==> config.mk <==
export PLATFORM = sky130hd
export DESIGN_NAME = rr_arith_scheduler_flat
export DESIGN_NICKNAME = d
export VERILOG_FILES = /design/src/rtl/rr_arith_if.sv /design/src/rtl/rr_arith_scheduler.sv /design/src/flat_wrapper.sv
export SDC_FILE = /design/constraint.sdc
export NUM_CORES = 1
export LEC_CHECK = 0
export ABC_AREA = 1
export ABC_CLOCK_PERIOD_IN_PS = 1700
export CORE_MARGIN = 1
export CORE_UTILIZATION = 55
export DETAILED_ROUTE_END_ITERATION = 12
export DONT_BUFFER_PORTS = 1
export GPL_TIMING_DRIVEN = 0
export HOLD_SLACK_MARGIN = 0.08
export PLACE_DENSITY = 0.72
export SKIP_CTS_REPAIR_TIMING = 1
export SLEW_MARGIN = 25
export SYNTH_ARGS = -nofsm -noshare
export SYNTH_HDL_FRONTEND = slang
export SYNTH_SLANG_ARGS = --single-unit
==> constraint.sdc <==
create_clock -name clk -period 1.7 [get_ports clk]
set_input_delay 0.34 -clock clk [delete_from_list [all_inputs] [get_ports clk]]
set_output_delay 0.34 -clock clk [all_outputs]
set_load 0.01 [all_outputs]
==> src/rtl/rr_arith_if.sv <==
// Bundle between the requesters/reconfiguration controller and the
// round-robin scheduler that fronts the shared arithmetic unit.
interface rr_arith_if #(
  parameter int NUM_REQ = 4,
  parameter int DATA_W  = 4
);
  logic [NUM_REQ-1:0]        req;
  logic [NUM_REQ*DATA_W-1:0] req_data;
  logic [NUM_REQ-1:0]        grant;
  logic [NUM_REQ-1:0]        rsp_valid;
  logic [DATA_W-1:0]         rsp_data;
  logic [DATA_W-1:0]         unit_data;
  logic [DATA_W-1:0]         unit_result;
  logic                      rc_req;
  logic                      rc_ready;
  logic                      rc_done;

  // Environment side: requesters, arithmetic unit and reconfiguration controller.
  modport master (
    output req, req_data, unit_result, rc_req, rc_done,
    input  grant, rsp_valid, rsp_data, unit_data, rc_ready
  );

  // Scheduler side.
  modport slave (
    input  req, req_data, unit_result, rc_req, rc_done,
    output grant, rsp_valid, rsp_data, unit_data, rc_ready
  );
endinterface

==> src/rtl/rr_arith_scheduler.sv <==
// Round-robin scheduler time-sharing one registered arithmetic unit among
// NUM_REQ requesters. Single operation in flight; the result is returned
// tagged to its originator. The unit can be drained and isolated for
// partial reconfiguration and is resumed on rc_done.
module rr_arith_scheduler #(
  parameter int NUM_REQ = 4,
  parameter int DATA_W  = 4,
  parameter int LATENCY = 1
) (
  input  logic     clk,
  input  logic     rst,
  rr_arith_if.slave bus
);

  localparam int IDX_W = (NUM_REQ > 1) ? $clog2(NUM_REQ) : 1;
  localparam int CNT_W = (LATENCY > 0) ? $clog2(LATENCY + 1) : 1;

  typedef enum logic [1:0] {
    IDLE     = 2'd0,
    BUSY     = 2'd1,
    RECONFIG = 2'd2
  } state_t;

  state_t              state_reg, state_next;
  logic [IDX_W-1:0]    ptr_reg, ptr_next;
  logic [IDX_W-1:0]    tag_reg, tag_next;
  logic [CNT_W-1:0]    cnt_reg, cnt_next;
  logic [NUM_REQ-1:0]  grant_reg, grant_next;
  logic [NUM_REQ-1:0]  rsp_valid_reg, rsp_valid_next;
  logic [DATA_W-1:0]   rsp_data_reg, rsp_data_next;
  logic [DATA_W-1:0]   unit_data_reg, unit_data_next;
  logic                rc_ready_reg, rc_ready_next;

  logic [DATA_W-1:0]   operand [NUM_REQ];
  logic                win_found;
  logic [IDX_W-1:0]    win_idx;
  int                  cand;

  // Unpack the flat operand bus into one word per requester.
  generate
    for (genvar gi = 0; gi < NUM_REQ; gi++) begin : g_operand
      assign operand[gi] = bus.req_data[gi*DATA_W +: DATA_W];
    end
  endgenerate

  // Round-robin search: first asserted request after the last winner.
  always_comb begin
    win_found = 1'b0;
    win_idx   = '0;
    cand      = 0;
    for (int k = 1; k <= NUM_REQ; k++) begin
      cand = (int'(ptr_reg) + k) % NUM_REQ;
      if (!win_found && bus.req[IDX_W'(cand)]) begin
        win_found = 1'b1;
        win_idx   = IDX_W'(cand);
      end
    end
  end

  // Next-state and registered-output computation.
  always_comb begin
    state_next     = state_reg;
    ptr_next       = ptr_reg;
    tag_next       = tag_reg;
    cnt_next       = cnt_reg;
    grant_next     = '0;
    rsp_valid_next = '0;
    rsp_data_next  = rsp_data_reg;
    unit_data_next = unit_data_reg;
    rc_ready_next  = rc_ready_reg;

    case (state_reg)
      IDLE: begin
        // Reconfiguration wins over pending work; nothing is in flight here.
        if (bus.rc_req) begin
          state_next     = RECONFIG;
          rc_ready_next  = 1'b1;
          unit_data_next = '0;
        end else if (win_found) begin
          grant_next[win_idx] = 1'b1;
          unit_data_next      = operand[win_idx];
          tag_next            = win_idx;
          ptr_next            = win_idx;
          cnt_next            = CNT_W'(LATENCY);
          state_next          = BUSY;
        end
      end

      BUSY: begin
        // Wait out the unit latency, then hand the result to its owner.
        if (cnt_reg != '0) begin
          cnt_next = cnt_reg - 1'b1;
        end else begin
          rsp_data_next           = bus.unit_result;
          rsp_valid_next[tag_reg] = 1'b1;
          state_next              = IDLE;
        end
      end

      RECONFIG: begin
        // Unit isolated: operand bus held at zero, results ignored.
        unit_data_next = '0;
        rc_ready_next  = 1'b1;
        if (bus.rc_done) begin
          rc_ready_next = 1'b0;
          state_next    = IDLE;
        end
      end

      default: begin
        state_next = IDLE;
      end
    endcase
  end

  // State and output registers; reset drops any in-flight operation.
  always_ff @(posedge clk) begin
    if (rst) begin
      state_reg     <= IDLE;
      ptr_reg       <= IDX_W'(NUM_REQ - 1);
      tag_reg       <= '0;
      cnt_reg       <= '0;
      grant_reg     <= '0;
      rsp_valid_reg <= '0;
      rsp_data_reg  <= '0;
      unit_data_reg <= '0;
      rc_ready_reg  <= 1'b0;
    end else begin
      state_reg     <= state_next;
      ptr_reg       <= ptr_next;
      tag_reg       <= tag_next;
      cnt_reg       <= cnt_next;
      grant_reg     <= grant_next;
      rsp_valid_reg <= rsp_valid_next;
      rsp_data_reg  <= rsp_data_next;
      unit_data_reg <= unit_data_next;
      rc_ready_reg  <= rc_ready_next;
    end
  end

  assign bus.grant     = grant_reg;
  assign bus.rsp_valid = rsp_valid_reg;
  assign bus.rsp_data  = rsp_data_reg;
  assign bus.unit_data = unit_data_reg;
  assign bus.rc_ready  = rc_ready_reg;

endmodule

==> src/flat_wrapper.sv <==
// flat-port wrapper written by rule: the top's interface ports become plain ports
module rr_arith_scheduler_flat 
#(
  parameter int NUM_REQ = 4,
  parameter int DATA_W  = 4,
  parameter int LATENCY = 1
)
  (clk, rst, bus_req, bus_req_data, bus_unit_result, bus_rc_req, bus_rc_done, bus_grant, bus_rsp_valid, bus_rsp_data, bus_unit_data, bus_rc_ready);
  rr_arith_if #(.NUM_REQ(NUM_REQ), .DATA_W(DATA_W)) bus_i ();
  input  logic clk;
  input  logic rst;
  input wire logic [$bits(bus_i.req)-1:0] bus_req;
  input wire logic [$bits(bus_i.req_data)-1:0] bus_req_data;
  input wire logic [$bits(bus_i.unit_result)-1:0] bus_unit_result;
  input wire logic [$bits(bus_i.rc_req)-1:0] bus_rc_req;
  input wire logic [$bits(bus_i.rc_done)-1:0] bus_rc_done;
  output wire logic [$bits(bus_i.grant)-1:0] bus_grant;
  output wire logic [$bits(bus_i.rsp_valid)-1:0] bus_rsp_valid;
  output wire logic [$bits(bus_i.rsp_data)-1:0] bus_rsp_data;
  output wire logic [$bits(bus_i.unit_data)-1:0] bus_unit_data;
  output wire logic [$bits(bus_i.rc_ready)-1:0] bus_rc_ready;
  assign bus_i.req = bus_req;
  assign bus_i.req_data = bus_req_data;
  assign bus_i.unit_result = bus_unit_result;
  assign bus_i.rc_req = bus_rc_req;
  assign bus_i.rc_done = bus_rc_done;
  assign bus_grant = bus_i.grant;
  assign bus_rsp_valid = bus_i.rsp_valid;
  assign bus_rsp_data = bus_i.rsp_data;
  assign bus_unit_data = bus_i.unit_data;
  assign bus_rc_ready = bus_i.rc_ready;
  rr_arith_scheduler #(.NUM_REQ(NUM_REQ), .DATA_W(DATA_W), .LATENCY(LATENCY)) u_core (.clk(clk), .rst(rst), .bus(bus_i));
endmodule
## After elaboration in Yosys (flattened, before gate mapping)

Index checks and enable logic that the tools add are counted.

| word-level totals | value |
|---|---|
| output and inout port bits | 17 |
| flip-flop bits (word level) | 24 |

| cells by class | value |
|---|---|
| add/sub/neg operators | 5 |
| reductions and logical operators | 19 |
| eq/ne operators | 8 |
| bitwise logic cells | 6 |
| $lt $le $gt $ge | 9 |
| multiplexer cells | 42 |

Operators by type and width:

| cell | number |
|---|---|
| $mux 1 | 19 |
| $lt 2x4->1 const B | 4 |
| $mux 2 | 8 |
| $mux 4 | 4 |
| $reduce_and 3->1 | 3 |
| $bmux 1 s2 | 4 |
| $bmux 4 s2 | 1 |
| $ne 2x2->1 const B | 4 |
| $pmux 4 s2 | 1 |
| $lt 2x3->1 const B | 2 |
| $pmux 2 s3 | 1 |
| $reduce_and 2->1 | 3 |
| $logic_and 1x1->1 | 5 |
| $not 1->1 | 5 |
| $add 2x1->2 const B | 2 |
| $add 2x2->2 const B | 2 |
| $demux 1 s2 | 2 |
| $ge 2x1->1 const B | 2 |
| $pmux 1 s2 | 2 |
| $reduce_bool 2->1 | 2 |
| $reduce_or 4->1 | 1 |
| $ge 3x3->1 const B | 1 |
| $logic_not 1->1 | 3 |
| $ne 3x2->1 const B | 1 |
| 7 further kinds | 7 |

## Logic depth before layout (Yosys ltp)

| logic depth | value |
|---|---|
| depth in word-level cells | 21 |
| mapped depth | 18 |
| mapped depth without buffers | 16 |

## Worst setup path after synthesis

OpenSTA, ideal clock, no wires.

| timing path | value |
|---|---|
| path type | register to register |
| start | reg u_core.ptr_reg[0] |
| end | reg u_core.unit_data_reg[2], in the netlist u_core.bus.unit_data[2] |
| cell stages (with the launch flop) | 17 |
| required time | 1.588 ns |
| slack | 0.072 ns |
| arrival | 1.515 ns |
| setup time | 0.112 ns |
| path through | dfxtp_1 > buf_6 > inv_8 > nand2_1 > nand2_1 > nor2_1 > nor2_1 > nand3_4 > nand2_4 > nand2_4 > buf_12 > nand2_2 > nand2_1 > nand2_1 > nand2_1 > nand2_1 > nand2_1 |

| on the way | value |
|---|---|
| longest elaborated chain between the ends | 21 |
| elaborated cells on any way between the ends | 39 |
| classes of those cells | 4 x add/sub; 1 x eq/ne; 26 x mux; 1 x bitwise; 7 x reduce/logical |

RTL lines:

| element | RTL line | RTL |
|---|---|---|
| start, declared | rr_arith_scheduler.sv:25 | `logic [IDX_W-1:0] ptr_reg, ptr_next;` |
| start signal, assigned | rr_arith_scheduler.sv:120 | `ptr_reg <= IDX_W'(NUM_REQ - 1);` |
| start signal, assigned | rr_arith_scheduler.sv:130 | `ptr_reg <= ptr_next;` |
| $add 2x1->2 | rr_arith_scheduler.sv:52 | `cand = (int'(ptr_reg) + k) % NUM_REQ;` |
| $bmux 1 s2 | rr_arith_scheduler.sv:53 | `if (!win_found && bus.req[IDX_W'(cand)]) begin` |
| $mux 1 (implied by the code) (2 in a row) | rr_arith_scheduler.sv:53 |  |
| $mux 1 | rr_arith_scheduler.sv:53 |  |
| $logic_not 1->1 | rr_arith_scheduler.sv:53 |  |
| $logic_and 1x1->1 | rr_arith_scheduler.sv:53 |  |
| $mux 1 | rr_arith_scheduler.sv:53 |  |
| $logic_not 1->1 | rr_arith_scheduler.sv:53 |  |
| [3 not listed] | -- |  |
| $logic_and 1x1->1 | rr_arith_scheduler.sv:53 |  |
| $mux 2 | rr_arith_scheduler.sv:53 |  |
| $not 2->3 (implied by the code) | rr_arith_scheduler.sv:81 | `unit_data_next = operand[win_idx];` |
| $bmux 4 s2 | rr_arith_scheduler.sv:81 |  |
| $mux 4 (implied by the code) (2 in a row) | rr_arith_scheduler.sv:81 |  |
| $mux 4 | rr_arith_scheduler.sv:79 | `end else if (win_found) begin` |
| $mux 4 | rr_arith_scheduler.sv:75 | `if (bus.rc_req) begin` |
| $pmux 4 s2 | rr_arith_scheduler.sv:72 | `case (state_reg)` |
| end signal, assigned | rr_arith_scheduler.sv:136 | `unit_data_reg <= unit_data_next;` |
| end, declared | rr_arith_scheduler.sv:31 | `logic [DATA_W-1:0] unit_data_reg, unit_data_next;` |

Several ways; a longest one is shown, not always the timed one. The select of a mux whose other input is x is not followed.
A chain may end at the register's enable or synchronous reset.

## Final worst setup path

| timing path | value |
|---|---|
| start | reg u_core.ptr_reg[0] |
| end | reg u_core.grant_reg[0], in the netlist u_core.bus.grant[0] |

| on the way | value |
|---|---|
| longest elaborated chain between the ends | 18 |
| elaborated cells on any way between the ends | 37 |
| classes of those cells | 4 x add/sub; 2 x order compare; 22 x mux; 1 x bitwise; 8 x reduce/logical |

RTL lines:

| element | RTL line | RTL |
|---|---|---|
| $add 2x1->2 | rr_arith_scheduler.sv:52 |  |
| $bmux 1 s2 | rr_arith_scheduler.sv:53 |  |
| $mux 1 (implied by the code) (2 in a row) | rr_arith_scheduler.sv:53 |  |
| $mux 1 | rr_arith_scheduler.sv:53 |  |
| $logic_not 1->1 | rr_arith_scheduler.sv:53 |  |
| $logic_and 1x1->1 | rr_arith_scheduler.sv:53 |  |
| $mux 1 | rr_arith_scheduler.sv:53 |  |
| $logic_not 1->1 | rr_arith_scheduler.sv:53 |  |
| $logic_and 1x1->1 | rr_arith_scheduler.sv:53 |  |
| $mux 1 | rr_arith_scheduler.sv:53 |  |
| $logic_not 1->1 | rr_arith_scheduler.sv:53 |  |
| $logic_and 1x1->1 | rr_arith_scheduler.sv:53 |  |
| $mux 2 | rr_arith_scheduler.sv:53 |  |
| $lt 2x3->1 (implied by the code) / $ge 2x1->1 (equally long branches) | rr_arith_scheduler.sv:80 | `grant_next[win_idx] = 1'b1;` |
| $logic_and 1x1->1 (implied by the code) | rr_arith_scheduler.sv:80 |  |
| $mux 1 (implied by the code) | rr_arith_scheduler.sv:80 |  |
| $demux 1 s2 | -- |  |
| end signal, assigned | rr_arith_scheduler.sv:133 | `grant_reg <= grant_next;` |
| end, declared | rr_arith_scheduler.sv:28 | `logic [NUM_REQ-1:0] grant_reg, grant_next;` |

Several ways; a longest one is shown, not always the timed one. The select of a mux whose other input is x is not followed.

==> flow_summary.toml <==
[status]
outcome = "finished, violations left"
violations = "negative setup slack"

[worst_hold_path]
hp-class = "input port to register"

[layout]
fillerInstances = 177
fin_cells = 233
diodes = 0
drive_above_1_share_pct = 30.73
nets = 234
area_delta_synth_final_pct = 21.25

[sta]
min_period_over_period_pct = 108.4
rsz0062_at_grt = "yes"
holdWs_ns = 0.1534
worst_slack_ns = -0.1424
final-hold-violation-count = 0
report.final.slew_viol_count = 0
fmax_mhz = 542.8
relSlewSlack_pct = 70.29
tightest_slew_ns = 0.4456
clock_skew_ns = 0.009380
min_period_ns = 1.842
finalSetupViolCount = 12
fin_setup_tns_ns = -1.143

[synthesis]
synth_compound_area_share_pct = 6.990
synthSimpleGateAreaFrac_pct = 48.18
synthAdderAreaFrac_pct = 0
synth-edff-count = 0
syn_area_per_cell_um2 = 7.029
synth_top_family_by_area = "simple AND/OR/NAND/NOR gates"
yosys_warnings = 0
synth.most_common_cell = "nand2_1"
synth.distinct_cells = 22
ys.flop_type = "dfxtp_1"
synth_nets = 219
ys_seq_area_share_pct = 35.79
yosysTopAreaCellShare_pct = 35.79
synth_cells = 191
netlist_area_mm2 = 0.001343
yosys-top-cells-area = "dfxtp_1 36%, nand2_1 17%, nand3_1 7.1%"
synthMuxAreaShare_pct = 0
synthXorXnorAreaFrac_pct = 0
synthTopCellsByCount = "61 x nand2_1, 24 x dfxtp_1, 19 x nand3_1, 17 x inv_1, 15 x nor2_1"
synth_seq_cells = 24
async_reset_ff_share_pct = 0
synth_area_leader_cell = "dfxtp_1"

[clock_tree]
clk_pin_slew_ns = 0.13
clock-sinks = 24
cts_tree = "yes"
cts.path.max_buffers = 2
h-tree-depth = 1
root_buffer = "clkbuf_4"
cts_buffers = 3
clkLatencyLatePin_ns = 0.32

[global_routing]
grt.overflow.total = 0
grt_pass1_vias = 1107
grt_max_degree = 15
grt_usage_pct = 22.77
grt_pass1_wl_um = 4498
antenna_found_initial = 0

[detailed_routing]
via_count = 1267
wl_met2_um = 1511
wl_met3_um = 196
drtAntennaViolNets = 0
top_layer = "met4"
wl_met1_um = 1216
routed_via_density = 5.438
drc_errors = 0
avgRoutedWirePerCell_um = 12.67
dr.pass1.iters = 5
drt_iter0_markers = 24
wl_um = 2952

[power_and_ir_drop]
pwr-share-clk_pct = 15.8
p_seq_share_pct = 28.3
ir_drop_mv = 1.110
p_per_area_mw_per_mm2 = 1603
combPwrFrac_pct = 55.8
power.internal_mw = 1.517
sw_frac_of_total_pct = 41.88
switchingPower_mw = 1.093
power_leakage_nw = 0.7744

[critical_path]
crit_fanout = 8
worst_path_largest_cell_delay_ns = 0.34
worstSetupEndpointType = "register"
crit_family = "simple AND/OR/NAND/NOR gates"
worst_setup_path_start_kind = "register"
slowest_stage = "dfxtp_2"
worst-setup-path-type = "register to register"
worst-path-buf-inv = 5
cp_cell_sequence = "buf_8 > clkinv_8 > buf_6 > nand2_2 > nand3_2 > nand2_4 > nor2_8 > nand3_4 > nand2_8 > nand2_8 > buf_12 > buf_12 > nor3_1"
cp.arrival_ns = 2.09
required_ns = 1.95

[placement]
routabilityCongestion = 0.8114
portBuffers = 0
place_inst = 219
hpwl_um = 2029
place_worst_setup_slack_ns = -0.1206

[floorplanning]
start_util_pct = 59.54
die_area_mm2 = 0.002642
num_rows = 17
num_io_pins = 45
die_w_um = 51.41
fp.dieH_um = 51.41
core_mm2 = 0.002255

[job]
drv_cap = 0
==> worst paths after layout <==
path | from | endpoint | slack [ns] | depth (start not counted)
max | u_core.ptr_reg[0] | u_core.bus.grant[0] | -0.14 | 13
min | bus_unit_result[3] | u_core.bus.rsp_data[3] | 0.15 | 2
max reg2reg | u_core.ptr_reg[0] | u_core.bus.grant[0] | -0.14 | 13
min reg2reg | u_core.tag_reg[1] | u_core.bus.rsp_valid[0] | 0.49 | 1
==> layout by cell type, fill, tap and decap left out, drive strengths merged <==
cell | Yosys | routed
nor3 | 7 | 7
o21ai | 5 | 5
clkbuf | 2 | 5
buf | 2 | 12
o31ai | 1 | 1
bufinv | 0 | 1
dfxtp | 24 | 24
nor2 | 19 | 19
and3 | 1 | 1
nand2 | 80 | 80
o211ai | 3 | 3
clkinvlp | 0 | 1
a31o | 1 | 1
clkinv | 0 | 1
inv | 20 | 18
nand3 | 20 | 20
a21oi | 6 | 6
==> area by class of cell <==
type | instances | area [µm²] | area share [%]
timing repair buffer | 10 | 91.34 | 5.611
multi-input combinational | 143 | 824.5 | 50.65
inverter | 20 | 96.34 | 5.919
tap | 28 | 35.03 | 2.152
clock inverter | 1 | 30.03 | 1.845
sequential | 24 | 485.5 | 29.82
buffer | 4 | 42.54 | 2.613
clock buffer | 3 | 22.52 | 1.384
==> stage by stage <==
| stage | power (mW) | area (µm²) | util [%] |
|---|---|---|---|
| finish | 2.610 | 1628 | 72.20 |
| floorplan | 1.650 | 1343 | - |
| detailed placement | 1.814 | 1378 | 61.10 |
| global placement | 1.779 | 1378 | 61.10 |
| global route | 2.802 | 1628 | 72.20 |
| CTS | 2.227 | 1430 | 63.43 |
==> power groups by stage <==
stage / registers [mW] / clock network, mW / logic (mW)
2_1_floorplan: 0.723 / 0 / 0.927
3_3_place_gp: 0.735 / 0 / 1.04
3_5_place_dp: 0.740 / 0 / 1.07
4_1_cts: 0.727 / 0.422 / 1.08
5_1_grt: 0.749 / 0.452 / 1.60
6_report: 0.739 / 0.414 / 1.46
==> routing by layer <==
metal	GRT usage, %	vias up
met4	7.658	0
met5	0	-
met1	25.09	578
met2	40.26	42
li1	-	641
met3	7.738	6
==> cells by family (layout without fill, tap and decap cells) <==
logic type             count (synthesis)  after routing
AO/OA/AOI/OAI                         16             16
buffers and inverters                 24             38
flip-flops                            24             24
AND/OR/NAND/NOR                      127            127
(Power assumes the default switching activity.)
